==> src/rtl/scalar_result_packer.sv <==
// Packs a serial stream of MAC scalar results into Ndata-wide vectors, LSB slot first.
// Valid/ready on both sides; in_last closes a short vector early.
module scalar_result_packer #(
  parameter int Nbits = 4,
  parameter int Ndata = 3,
  localparam int W  = 2 * Nbits,
  localparam int CW = $clog2(Ndata + 1)
) (
  input  logic               clk,
  input  logic               reset,
  input  logic [W-1:0]       in_data,
  input  logic               in_valid,
  input  logic               in_last,
  output logic               in_ready,
  output logic [Ndata*W-1:0] out_vec,
  output logic [CW-1:0]      out_count,
  output logic               out_valid,
  input  logic               out_ready
);

  // state | meaning
  // FILL  | accepting elements into slot cnt, output not valid
  // FULL  | vector presented and held until out_ready, input passes out_ready through
  typedef enum logic {FILL, FULL} state_t;

  state_t             state;
  logic [CW-1:0]      cnt;
  logic [Ndata*W-1:0] vec_r;
  logic               in_hs;
  logic               out_hs;

  assign in_ready = (state == FILL) | out_ready;
  assign in_hs    = in_valid & in_ready;
  assign out_hs   = out_valid & out_ready;
  assign out_vec  = vec_r;

  always_ff @(posedge clk or negedge reset) begin
    if (!reset) begin
      state     <= FILL;
      cnt       <= '0;
      vec_r     <= '0;
      out_count <= '0;
      out_valid <= 1'b0;
    end else begin
      case (state)
        FILL: begin
          if (in_hs) begin
            for (int k = 0; k < Ndata; k++) begin
              if (cnt == CW'(k)) vec_r[k*W +: W] <= in_data;
            end
            if (in_last || cnt == CW'(Ndata - 1)) begin
              state     <= FULL;
              out_valid <= 1'b1;
              out_count <= cnt + CW'(1);
              cnt       <= '0;
            end else begin
              cnt <= cnt + CW'(1);
            end
          end
        end
        FULL: begin
          if (out_hs) begin
            if (in_hs) begin
              // Element accepted in the draining cycle starts the next vector in slot 0.
              vec_r          <= '0;
              vec_r[W-1:0]   <= in_data;
              if (in_last) begin
                out_count <= CW'(1);
                cnt       <= '0;
              end else begin
                state     <= FILL;
                out_valid <= 1'b0;
                out_count <= '0;
                cnt       <= CW'(1);
              end
            end else begin
              state     <= FILL;
              out_valid <= 1'b0;
              out_count <= '0;
              vec_r     <= '0;
              cnt       <= '0;
            end
          end
        end
        default: state <= FILL;
      endcase
    end
  end

endmodule

==> config.mk <==
export PLATFORM = sky130hd
export DESIGN_NAME = scalar_result_packer
export DESIGN_NICKNAME = d
export VERILOG_FILES = /design/src/rtl/scalar_result_packer.sv
export SDC_FILE = /design/constraint.sdc
export NUM_CORES = 1
export LEC_CHECK = 0
export CAP_MARGIN = 10
export CORE_MARGIN = 2
export CORE_UTILIZATION = 29
export CTS_CLUSTER_DIAMETER = 80
export DETAILED_ROUTE_END_ITERATION = 16
export GPL_ROUTABILITY_DRIVEN = 0
export HOLD_SLACK_MARGIN = 0.06
export PLACE_DENSITY_LB_ADDON = 0.12
export SLEW_MARGIN = 20
export SYNTH_ARGS = -nofsm -noshare
export SYNTH_HDL_FRONTEND = slang
export SYNTH_SLANG_ARGS = --single-unit
==> constraint.sdc <==
create_clock -name clk -period 1.8 [get_ports clk]
set_clock_uncertainty 0.15 [all_clocks]
set_input_delay 0.27 -clock clk [delete_from_list [all_inputs] [get_ports clk]]
set_output_delay 0.27 -clock clk [all_outputs]
set_load 0.005 [all_outputs]
==> reports/qor.csv, run 1 <==
stage,metric,value,unit
run_status,outcome,completed,
timing,Final Cycle Share,93.6,%
timing,Peak Freq,594,MHz
yosys,part of the Yosys area used for sequential elements,52.8,%
yosys,Yosys top cell area share,52.8,%
floorplan,row count,25,
yosys,Unique masters post-synth,24,
detailed_routing,post-DR vias/cell,4.38,
cells_and_area,footprint of the multi-input gates,589,um2
timing,final setup vio count,0,
worst_setup_path,Crit Path Class,reg -> out,
cells_and_area,Synth-to-Final Area Change,45.2,%
floorplan,core area,4720,um2
timing,worst setup margin,0.116,ns
global_route,largest net degree at the start of global routing,31,
worst_hold_path,worst min path class,in -> async,
floorplan,Ports,41,
yosys,number of synthesized register bits,30,
power_and_ir_drop,Cell Pwr Density,1540,nW/um2
placement,Port Buffers,40,
yosys,area of the mapped netlist,1420,um2
floorplan,die height,74.0,um
yosys,Syn. warnings,0,
cells_and_area,post-route cell area,2070,um2
timing,Fin. Hold Viols,0,
detailed_routing,vias after detailed routing,1050,
worst_setup_path,WP data required,1.38,ns
timing,max_slew headroom,73.8,%
cells_and_area,register area,751,um2
floorplan,die area,5480,um2
global_route,vias in the first global route,1109,
detailed_routing,drc violations,0,
global_route,first-pass GRT wire length,5350,um
placement,placement-stage cell area,1950,um2
global_route,total gr overflow,0,
worst_setup_path,r2r setup slk,0.13,ns
yosys,top post-synthesis cells by area,"dfrtp_1 (53%), mux2_2 (13%), mux2i_1 (5.6%), nor2b_1 (4.0%), inv_1 (3.7%)",
timing,crit path time final,1.68,ns
global_route,initial antenna violation count,0,
clock_tree,CTS tree,built,
timing,Hold Slack,0.229,ns
clock_tree,H-tree depth,2,
timing,unrepaired setup endpoints after global routing,false,
cells_and_area,# diodes,0,
detailed_routing,final wirelength,3200,um
worst_setup_path,reg2reg start,cnt[0],
worst_setup_path,critical path arrival,1.26,ns
worst_setup_path,critical path capture point type,output pin,
clock_tree,clk sinks,30,
cells_and_area,layout net count,188,
worst_setup_path,critical path peak fanout,4,
cells_and_area,"commonest non-fill, non-tap cell in the layout",clkdlybuf4s50_1,
job,Max Cap Viol,0,
clock_tree,CTS Buf Count,5,
yosys,Mean Syn Cell Area,12.1,um2
floorplan,Die X-Extent,74.0,um
cells_and_area,most frequent cells in the layout,"clkdlybuf4s50_1 (39), dfrtp_1 (30), mux2_2 (16)",
clock_tree,CTS Hold Bufs,0,
placement,dpl ws,-0.115,ns
detailed_routing,Avg WL per Cell,13.3,um
placement,Post-DP HPWL,2220,um
clock_tree,Root Driver,clkbuf_8,
clock_tree,clock-pin slew on the worst setup and hold paths,0.07,ns
yosys,largest area contributor in the netlist,dfrtp_1,
detailed_routing,Final ANT Viol Nets,0,
yosys,Syn Inst Count,118,
clock_tree,Clock Latency Late Sink,0.28,ns
worst_setup_path,R2R depth,6,
timing,Worst Tran Pin Value,0.393,ns
worst_setup_path,crit start category,register,
floorplan,Starting Density,30.1,%
yosys,Mapped Nets,134,
worst_setup_path,reg2reg end,out_vec[20],
power_and_ir_drop,total power,3.19,mW
detailed_routing,DRC marker count from the first detailed-route iteration,51,
cells_and_area,layout cells sized above 1,23.7,%
global_route,gr usage total,13.2,%
detailed_routing,First-pass DRT Iterations,2,
timing,max-slew violations,0,
clock_tree,CTS max path bufs,2,
power_and_ir_drop,peak supply drop,576,uV
cells_and_area,fillcell total,469,
power_and_ir_drop,Leak,0.920,nW
-- synthesized netlist by cell type, drive strengths merged --
cell type,n
mux2i,8
nand4,1
nand2,12
a21bo,1
mux2,17
dfrtp,30
o31ai,1
nand2b,2
nor2,2
buf,2
ha,3
o21bai,1
nor2b,9
o2bb2ai,1
inv,14
clkbuf,2
nand3,2
o21ai,7
a22o,2
a32o,1
-- worst max path at each step --
stage	depth (start not counted)	end	from	slack, ns
after floorplan	5	out_vec[16]	cnt[0]	0.21
after global placement	4	out_vec[20]	in_valid	-0.09
after detailed placement	4	out_vec[19]	in_valid	-0.12
after CTS	5	out_vec[20]	cnt[0]	0.01
after global routing	5	out_vec[9]	cnt[1]	0.03
final	2	in_ready	state	0.12
-- state kept, by name, indices dropped and copies added (netlist names) --
register and flops:
cnt 2, out_count 2, out_valid 1, out_vec 24
state 1
-- cell families (layout without fill, tap and decap cells) --
logic type / count (synthesis) / in the layout / share of synthesized area [%]
DFF: 30 / 30 / 52.8
and+or+nand+nor: 28 / 28 / 10.6
muxes: 25 / 25 / 19.1
buffers and inverters: 18 / 73 / 5.80
AOI/OAI and AO/OA: 14 / 14 / 9.15
adders and majority gates: 3 / 3 / 2.64
-- worst max-delay path, stage by stage (launching register included) --
cell	delay, ns
dfrtp_1	0.41
nand2b_1	0.08
clkdlybuf4s50_1	0.49
-- power by group --
group	leakage [nW]	total [mW]	switching, mW	internal [mW]
combinational	0.484	1.49	0.588	0.905
sequential	0.388	1.13	0.170	0.957
clock	0.0472	0.566	0.259	0.307
-- metal layers --
layer	vias up	track usage [%]	part of all wire (%)
li1	501	-	-
met1	510	16.4	43
met2	33	20.8	49
met3	6	4.61	6.1
met4	0	5.66	1.7
met5	-	0	0
-- per-stage QoR --
step / utilization (%) / instances / TNS (ns)
finish: 43.7 / 240 / 0
global route: 43.7 / 240 / 0
CTS: 43.3 / 239 / 0
detailed placement: 41.3 / 231 / -2.19
global placement: 41.3 / 231 / -1.61
floorplan: - / 118 / 0
-- cell type report --
cell class                      instances  area share (%)
Tap cell                               67            4.06
Clock buffer                            6            4.00
Timing Repair Buffer                   51            23.9
Clock inverter                          2           0.606
Multi-Input combinational cell         70            28.5
Inverter                               14            2.54
Sequential cell                        30            36.3
-- repair_timing --
action                                  4_1_cts  5_1_grt
gates resized for setup                       1        0
endpoints found under the hold margin         0        0
endpoints found under the setup margin        1        8
pin swaps                                     0        1
setup buffers                                 0        1
Note: power is estimated with default switching activity, not from simulation.
==> run 2, diff against run 1 <==
- REMOVE_ABC_BUFFERS: default -> 1
==> run 2 against run 1 <==
  * Register-to-register slack got worse by 0.03 ns
  * Fmax is 1.0% lower
  * Critical path depth increased by 3
  * Final cell count is 0.83% lower
  * Flip-flop and latch count unchanged
  * Critical path type is now reg -> reg
  * Largest cell class unchanged
==> reports/qor.csv, run 2 (synthesis results as in run 1) <==
stage,metric,value,unit
run_status,outcome,completed,
placement,Port Buffers,40,
clock_tree,Clock Latency Late Sink,0.28,ns
floorplan,die area,5480,um2
detailed_routing,post-DR vias/cell,4.39,
detailed_routing,First-pass DRT Iterations,4,
global_route,largest net degree at the start of global routing,31,
worst_setup_path,critical path capture point type,register,
global_route,vias in the first global route,1174,
timing,Final Cycle Share,94.5,%
timing,unrepaired setup endpoints after global routing,false,
global_route,initial antenna violation count,0,
worst_setup_path,Crit Path Class,reg -> reg,
timing,Fin. Hold Viols,0,
cells_and_area,footprint of the multi-input gates,589,um2
timing,max-slew violations,0,
clock_tree,H-tree depth,2,
clock_tree,CTS max path bufs,2,
worst_hold_path,worst min path class,in -> async,
timing,max_slew headroom,73.4,%
timing,Peak Freq,588,MHz
cells_and_area,max reg flops,24,
cells_and_area,layout net count,187,
clock_tree,Root Driver,clkbuf_8,
power_and_ir_drop,peak supply drop,503,uV
clock_tree,clock-pin slew on the worst setup and hold paths,0.06,ns
cells_and_area,Synth-to-Final Area Change,42.5,%
cells_and_area,"commonest non-fill, non-tap cell in the layout",clkdlybuf4s50_1,
cells_and_area,fillcell total,464,
cells_and_area,# diodes,0,
detailed_routing,Avg WL per Cell,13.7,um
power_and_ir_drop,Leak,0.902,nW
floorplan,Die X-Extent,74.0,um
worst_setup_path,crit-path max cell delay,0.38,ns
worst_setup_path,critical path arrival,1.71,ns
timing,Worst Tran Pin Value,0.399,ns
job,Max Cap Viol,0,
worst_setup_path,WP data required,1.81,ns
worst_setup_path,slowest CP cell,dfrtp_1,
global_route,total gr overflow,0,
timing,Hold Slack,0.226,ns
cells_and_area,layout cells sized above 1,21.6,%
worst_setup_path,critical path peak fanout,8,
detailed_routing,final wirelength,3260,um
floorplan,die height,74.0,um
cells_and_area,most frequent cells in the layout,"clkdlybuf4s50_1 (39), dfrtp_1 (30), mux2_2 (16)",
detailed_routing,Final ANT Viol Nets,0,
clock_tree,CTS Buf Count,5,
floorplan,row count,25,
worst_setup_path,"delay-heaviest family, CP",flip-flops,
power_and_ir_drop,Cell Pwr Density,1530,nW/um2
worst_setup_path,critical path's most frequent cell,inv_1,
timing,final setup vio count,0,
detailed_routing,drc violations,0,
global_route,gr usage total,13.8,%
clock_tree,clk sinks,30,
clock_tree,postcts setup bufs,0,
clock_tree,CTS tree,built,
detailed_routing,vias after detailed routing,1046,
worst_setup_path,r2r setup slk,0.1,ns
detailed_routing,DRC marker count from the first detailed-route iteration,28,
worst_setup_path,"Cell Chain, Critical Path","inv_1, ha_1, inv_1, o21ai_4, mux2_2",
worst_setup_path,Stages on worst setup path,5,
placement,Post-DP HPWL,2340,um
worst_setup_path,R2R depth,5,
floorplan,core area,4720,um2
cells_and_area,register area,751,um2
floorplan,Ports,41,
global_route,first-pass GRT wire length,5550,um
worst_setup_path,worst path buffer plus inverter count,2,
cells_and_area,final core area utilization,42.9,%
floorplan,Starting Density,30.1,%
timing,crit path time final,1.70,ns
worst_setup_path,crit start category,register,
## run 2: cell count changes in the layout (fill, tap and decap cells not counted), sizes merged
cell | previous run | this run
buf | 11 | 10
clkbuf | 6 | 7
clkinv | 1 | 0
clkinvlp | 1 | 0
## run 2: power breakdown
part	total [mW]	switching, mW	internal [mW]	leakage, nW
logic	1.47	0.587	0.883	0.476
clock network	0.502	0.237	0.266	0.0383
registers	1.12	0.165	0.957	0.388
total	3.09	0.989	2.11	0.902
## run 2: path summary, 6_finish.rpt
check	startpoint	endpoint
worst max-delay path	cnt[0]	out_vec[18]
worst min register to register	out_count[0]	out_count[0]
max in group asynchronous	reset	out_vec[8]
worst max register to register	cnt[0]	out_vec[18]
worst min-delay path	reset	cnt[0]
min in group clk	out_count[0]	out_count[0]
## run 2: timing repair
action                                 in CTS  in global routing
pin swaps                                   0                  1
hold buffers                                0                  0
setup endpoints to repair                   1                  8
gates resized for setup                     1                  0
endpoints found under the hold margin       0                  0
## run 2: through the flow
step           TNS, ns  cells  setup slack, ns  total power [mW]  area (um2)
4_1_cts              0    238           0.0503              3.17        2030
2_1_floorplan        0    114            0.133              1.82        1390
5_1_grt              0    238          0.00570              3.37        2030
6_report             0    238           0.0984              3.09        2030
3_5_place_dp     -1.95    231           -0.111              2.64        1950
3_3_place_gp     -1.50    231          -0.0957              2.61        1950
## run 2: per-layer routing
metal	part of all wire, %	global-route usage [%]	up-vias	wire length (um)
met2	49	22.4	29	1610
met1	43	16.6	514	1410
li1	-	-	499	-
met5	0	0	-	0
met4	1.1	4.85	0	37
met3	6.1	5.56	4	197
## run 2: final cells by class
class,instances,area share [%]
Tap cell,67,4.14
Clock buffer,7,3.77
Sequential cell,30,37.0
Inverter,14,2.59
Timing Repair Buffer,50,23.4
Multi-Input combinational cell,70,29.1
## run 2: worst reg2reg max path: stages (launching register included)
cell     delay [ns]
dfrtp_1        0.38
inv_1          0.08
ha_1           0.19
inv_1          0.09
o21ai_4        0.31
mux2_2         0.38
